[src/rtl/mcu_register_bridge.sv]
// mcu_register_bridge: decodes the QSPI byte stream from the MCU into register
// accesses. It holds an RW config bank, a read-only status window, an ID word
// and a maskable edge-latched interrupt controller.
// Optional feature: define MCU_BRIDGE_AUTOINC_EN to post-increment the register
// address after every data byte of 0x02 and every read byte of 0x03.
module mcu_register_bridge #(
  parameter int          NUM_REGS   = 16,
  parameter int          ADDR_BYTES = 1,
  parameter int          IRQ_COUNT  = 4,
  parameter logic [31:0] ID_WORD    = 32'hfeedface,
  parameter logic [7:0]  REG_RESET  = 8'h00
) (
  input  logic                  clk,
  input  logic                  rst_n,
  input  logic                  start,
  input  logic                  insn_valid,
  input  logic [7:0]            insn,
  input  logic                  wr_valid,
  input  logic [7:0]            wr_data,
  output logic                  rd_mode,
  input  logic                  rd_ready,
  output logic                  rd_valid,
  output logic [7:0]            rd_data,
  output logic [NUM_REGS*8-1:0] reg_out,
  input  logic [NUM_REGS*8-1:0] reg_in,
  input  logic [IRQ_COUNT-1:0]  irq_src,
  output logic                  irq
);

  localparam int AW = 8 * ADDR_BYTES;
  localparam int IW = (NUM_REGS > 1) ? $clog2(NUM_REGS) : 1;
`ifdef MCU_BRIDGE_AUTOINC_EN
  localparam bit AUTOINC = 1'b1;
`else
  localparam bit AUTOINC = 1'b0;
`endif

  localparam logic [7:0] OP_ID       = 8'hAA;
  localparam logic [7:0] OP_WR       = 8'h02;
  localparam logic [7:0] OP_RD       = 8'h03;
  localparam logic [7:0] OP_IRQ_RD   = 8'h10;
  localparam logic [7:0] OP_IRQ_CLR  = 8'h11;
  localparam logic [7:0] OP_IRQ_MASK = 8'h12;

  typedef enum logic [2:0] {IDLE, ADDR, WDATA, RDATA, DISCARD} state_t;

  state_t               state;
  logic [7:0]           opcode;
  logic [AW-1:0]        addr;
  logic [AW-1:0]        addr_next;
  logic [1:0]           cnt;
  logic [7:0]           regs [NUM_REGS];
  logic [IRQ_COUNT-1:0] pending;
  logic [IRQ_COUNT-1:0] mask;
  logic [IRQ_COUNT-1:0] irq_src_d;
  logic [IRQ_COUNT-1:0] irq_rise;
  logic [IRQ_COUNT-1:0] irq_clr;
  logic [31:0]          addr_ext;
  logic [IW-1:0]        reg_idx;
  logic [IW-1:0]        in_idx;
  logic [7:0]           read_byte;
  logic                 wr_fire;
  logic                 in_range;

  // Address bytes arrive MSB first: shift the new byte in at the bottom.
  generate
    if (AW == 8) begin : g_addr1
      assign addr_next = wr_data;
    end else begin : g_addrn
      assign addr_next = {addr[AW-9:0], wr_data};
    end
  endgenerate

  // Flatten the config bank onto reg_out.
  generate
    for (genvar gi = 0; gi < NUM_REGS; gi++) begin : g_reg_out
      assign reg_out[8*gi +: 8] = regs[gi];
    end
  endgenerate

  assign addr_ext = 32'(addr);
  assign reg_idx  = addr[IW-1:0];
  // Difference fits in IW bits whenever the status window is selected.
  assign in_idx   = addr[IW-1:0] - IW'(NUM_REGS);
  assign in_range = addr_ext < 32'(NUM_REGS);
  assign wr_fire  = !start && (state == WDATA) && wr_valid;
  assign irq_clr  = (wr_fire && opcode == OP_IRQ_CLR) ? wr_data[IRQ_COUNT-1:0] : '0;
  assign irq_rise = irq_src & ~irq_src_d;

  // Byte presented on the next rd_ready; zero outside the read phase.
  always_comb begin
    read_byte = 8'h00;
    if (state == RDATA) begin
      case (opcode)
        OP_ID: begin
          case (cnt)
            2'd0:    read_byte = ID_WORD[31:24];
            2'd1:    read_byte = ID_WORD[23:16];
            2'd2:    read_byte = ID_WORD[15:8];
            default: read_byte = ID_WORD[7:0];
          endcase
        end
        OP_IRQ_RD: read_byte = 8'(pending);
        OP_RD: begin
          if (in_range)
            read_byte = regs[reg_idx];
          else if (addr_ext < 32'(2 * NUM_REGS))
            read_byte = reg_in[{in_idx, 3'b000} +: 8];
        end
        default: read_byte = 8'h00;
      endcase
    end
  end

  // Command FSM: opcode/address decode, register and mask writes, burst address.
  always_ff @(posedge clk or negedge rst_n) begin
    if (!rst_n) begin
      state   <= IDLE;
      opcode  <= 8'h00;
      addr    <= '0;
      cnt     <= 2'd0;
      rd_mode <= 1'b0;
      mask    <= '0;
      for (int i = 0; i < NUM_REGS; i++) regs[i] <= REG_RESET;
    end else begin
      rd_mode <= (state == RDATA) && !start;
      if (start) begin
        state <= IDLE;
        cnt   <= 2'd0;
        addr  <= '0;
      end else begin
        case (state)
          IDLE: begin
            if (insn_valid) begin
              opcode <= insn;
              cnt    <= 2'd0;
              case (insn)
                OP_WR, OP_RD:            state <= ADDR;
                OP_IRQ_CLR, OP_IRQ_MASK: state <= WDATA;
                OP_ID, OP_IRQ_RD:        state <= RDATA;
                default:                 state <= DISCARD;
              endcase
            end
          end
          ADDR: begin
            if (wr_valid) begin
              addr <= addr_next;
              if (cnt == 2'(ADDR_BYTES - 1)) begin
                cnt   <= 2'd0;
                state <= (opcode == OP_WR) ? WDATA : RDATA;
              end else begin
                cnt <= cnt + 2'd1;
              end
            end
          end
          WDATA: begin
            if (wr_valid) begin
              if (opcode == OP_WR) begin
                if (in_range) regs[reg_idx] <= wr_data;
                if (AUTOINC) addr <= addr + AW'(1);
              end else if (opcode == OP_IRQ_MASK) begin
                mask <= wr_data[IRQ_COUNT-1:0];
              end
            end
          end
          RDATA: begin
            if (rd_ready) begin
              if (opcode == OP_ID) cnt <= cnt + 2'd1;
              if (AUTOINC && opcode == OP_RD) addr <= addr + AW'(1);
            end
          end
          default: ;
        endcase
      end
    end
  end

  // Read response: one-cycle strobe per rd_ready; data holds between strobes.
  always_ff @(posedge clk or negedge rst_n) begin
    if (!rst_n) begin
      rd_valid <= 1'b0;
      rd_data  <= 8'h00;
    end else begin
      rd_valid <= rd_ready;
      if (rd_ready) rd_data <= read_byte;
    end
  end

  // Interrupts: rising edges latch into pending (set beats W1C), irq registered.
  always_ff @(posedge clk or negedge rst_n) begin
    if (!rst_n) begin
      irq_src_d <= '0;
      pending   <= '0;
      irq       <= 1'b0;
    end else begin
      irq_src_d <= irq_src;
      pending   <= (pending & ~irq_clr) | irq_rise;
      irq       <= |(pending & mask);
    end
  end

endmodule

[config.mk]
export PLATFORM = sky130hd
export DESIGN_NAME = mcu_register_bridge
export DESIGN_NICKNAME = d
export VERILOG_FILES = /design/src/rtl/mcu_register_bridge.sv
export SDC_FILE = /design/constraint.sdc
export NUM_CORES = 1
export LEC_CHECK = 0
export CAP_MARGIN = 25
export CORE_UTILIZATION = 42
export CTS_BUF_LIST = sky130_fd_sc_hd__clkbuf_4
export DETAILED_ROUTE_END_ITERATION = 12
export PLACE_DENSITY = 0.77
export RECOVER_POWER = 100
export SLEW_MARGIN = 20
export SYNTH_ARGS = -nofsm -noshare
export SYNTH_HDL_FRONTEND = slang
export SYNTH_SLANG_ARGS = --single-unit
[constraint.sdc]
create_clock -name clk -period 2.15 [get_ports clk]
set_input_delay 0.3225 -clock clk [delete_from_list [all_inputs] [get_ports clk]]
set_output_delay 0.3225 -clock clk [all_outputs]
set_load 0.005 [all_outputs]
==> flow_summary.ini <==
[worst_setup_path]
cp.arrival_ns = 2.66
max_stage_delay_ns = 0.42
startpoint_type = flop
worstPathCellList = nor4_2, buf_4, and4b_4, buf_6, nand3_4, nor3_4, buf_6, mux2_2
crit_family = simple AND/OR/NAND/NOR gates
cpMostUsedCell = buf_6
crit_required_ns = 2.62
cpMaxStageDelayCell = dfrtp_1
criticalPathCategory = reg2reg
startpoint = opcode[6]
path_buf_inv = 3
reg2reg_from = opcode[6]
r2r_setup_slack_ns = -0.04
endpoint_kind = flop
crit_fanout = 6

[timing]
maxSlewHeadroom_pct = 13.2
finalClockSkew_ns = 0.0333
rsz0062_at_grt = true
finalMaxSlewViolations = 0
holdWs_ns = 0.345
tightestPinTransition_ns = 1.30
clock.fmax_mhz = 457
fin_crit_sh_pct = 102
finalWorstSetupSlack_ns = -0.0387
final-hold-violation-count = 0
period_needed_ns = 2.19
setup_viol = 37

[logic_synthesis]
synth_top_area_cell = dfrtp_1
synth_most_common_cell = dfrtp_1
yosys_warnings = 0
ys_types = 60
synth-edff-count = 0
syn-instance-count = 658
syn_nets = 818
ys_async_sr_fraction_pct = 100
ys_seq_elements = 172
synth_area_leaders = dfrtp_1 (47%), mux2_2 (17%), mux4_2 (15%)
synth_top_area_share_pct = 46.9
ys.flop_type = dfrtp_1
synthTopCellsByCount = dfrtp_1 (172), mux2_2 (139), mux4_2 (60)
syn_area_per_cell_um2 = 13.9
synthesis.area_um2 = 9170
seq_area_frac_synth_pct = 46.9

[pwr]
vdd_ir_drop_max_v = 0.000314
power_density_nw_per_um2 = 426
p_leak_uw = 0.00637

[placement]
dp_hpwl_um = 22700
routabilityCongestion = 0.845
pre_cts_slack_ns = -0.433
placed_cells = 1278
io_buffers = 292

[final_layout]
final_nets = 1193
final_cells = 1323
nFillCells = 1639
syn2layout_area_growth_pct = 50.4
drive_gt1_share_pct = 37.8
final_core_util_pct = 65.0

[clock_tree]
cts_made_buffers = 17
clk_pin_slew_ns = 0.14
insertion_delay_ns = 0.58
cts_tree = done
cts_sinks = 172
htreeDepth = 4
cts_root_buf = clkbuf_4
cts_buffer_depth = 2

[global_routing]
antenna_found_initial = 2
grt_max_degree = 54
gr-usage-all-layers_pct = 26.8
grt_pass1_wl_um = 44300
grt.overflow.total = 0
grt_pass1_vias = 7470

[floorplanning]
fp.dieW_um = 150
die_height_um = 150
io_pins = 293
die_area_um2 = 22400
initial_core_util_pct = 43.2
core_area_um2 = 21200
core.rowCount = 53

[status]
status = finished with violations
violations = setup timing

[hold_path]
min_path_type = in2reg
min_from = irq_src[3]

[flow_run]
max_cap_violations = 0

[route]
drc_errors = 0
vias_per_cell = 5.56
routed_wl_um = 30300
drt_iter0_markers = 394
routedWlPerCell_um = 22.9
via_count = 7352
firstDrtPassIters = 5
ant_nets = 0
==> layer usage <==
| layer | track usage (%) | vias up | wire (um) |
|---|---|---|---|
| li1 | - | 3257 | - |
| met1 | 36.8 | 3762 | 12800 |
| met2 | 42.6 | 303 | 14600 |
| met3 | 6.40 | 30 | 2360 |
| met4 | 7.07 | 0 | 454 |
| met5 | 0 | - | 0 |
==> cell type report <==
type / count / area (um^2) / area share (%)
Multi-Input combinational cell: 434 / 4830 / 35.1
Sequential cell: 172 / 4310 / 31.3
Timing Repair Buffer: 400 / 3990 / 28.9
Tap cell: 275 / 344 / 2.49
Clock buffer: 19 / 143 / 1.03
Clock inverter: 13 / 138 / 0.998
Inverter: 8 / 30.0 / 0.218
Antenna cell: 2 / 5.00 / 0.0363
==> cells by family (layout without fill, tap and decap cells) <==
group                      Yosys count  in the layout  synth area share [%]
AOI/OAI and AO/OA                   74             74                  5.54
and+or+nand+nor                    127            127                  8.02
DFF                                172            172                  46.9
buffers and inverters               52            440                  2.95
muxes                              227            227                  35.7
other                                0              2                     0
adders and majority gates            6              6                 0.819
==> where the power goes <==
group | total (uW) | switching [uW] | leakage [uW] | internal, uW
Combinational | 703 | 280 | 0.00387 | 423
Sequential | 3300 | 27.6 | 0.00235 | 3280
Clock | 1860 | 1230 | 0.000152 | 635
Total | 5870 | 1540 | 0.00637 | 4330
==> worst reg2reg max path: stages (launching register included) <==
cell,delay [ns]
dfrtp_1,0.42
nor4_2,0.29
buf_4,0.16
and4b_4,0.33
buf_6,0.13
nand3_4,0.10
nor3_4,0.19
buf_6,0.15
mux2_2,0.33
==> cells in the final DEF, fill, tap and decap left out, drive strengths merged, types with 5 or more instances in the layout <==
cell type      Yosys  routed
a21oi             16      16
a22o               5       5
a22oi              9       9
a31oi              5       5
buf               20     101
clkbuf            24      26
clkdlybuf4s50      0     151
clkinv             0       6
dfrtp            172     172
dlygate4sd3        0     141
ha                 6       6
inv                8      13
mux2             155     155
mux2i             12      12
mux4              60      60
nand2             38      38
nand2b             9       9
nand3             10      10
nor2              24      24
nor2b             10      10
nor3               9       9
o21ai             11      11
==> worst paths after layout <==
path,endpoint,depth (start not counted)
max reg2reg,reg_out[35],8
max in group asynchronous,reg_out[53],3
min,irq_src_d[3],1
min reg2reg,irq,2
min in group asynchronous,state[2],2
max,reg_out[35],8
==> per-stage QoR <==
stage / instance area (um^2) / power, uW / TNS (ns)
2_1_floorplan: 9170 / 3550 / 0
3_3_place_gp: 13100 / 4050 / -47.66
3_5_place_dp: 13100 / 4060 / -48.03
4_1_cts: 13600 / 5900 / -0.747
5_1_grt: 13800 / 6070 / -13.22
6_report: 13800 / 5870 / -0.659
==> sequential cells by signal (all words and copies together), names as in the netlist <==
| register | flops |
|---|---|
| cnt | 2 |
| reg_out | 128 |
| pending | 4 |
| rd_mode | 1 |
| irq_src_d | 4 |
| state | 3 |
| rd_data | 8 |
| opcode | 8 |
| addr | 8 |
| irq | 1 |
| rd_valid | 1 |
| mask | 4 |
==> repair_timing <==
| item | CTS | global route |
|---|---|---|
| pin swaps | 2 | 6 |
| setup endpoints to repair | 135 | 136 |
| hold endpoints to repair | 48 | 0 |
| cloned | 1 | 0 |
| hold buffers | 1 | 0 |
| setup buffers | 1 | 10 |
| gates resized for setup | 37 | 44 |
No activity file was read; power rests on OpenSTA's default activity.
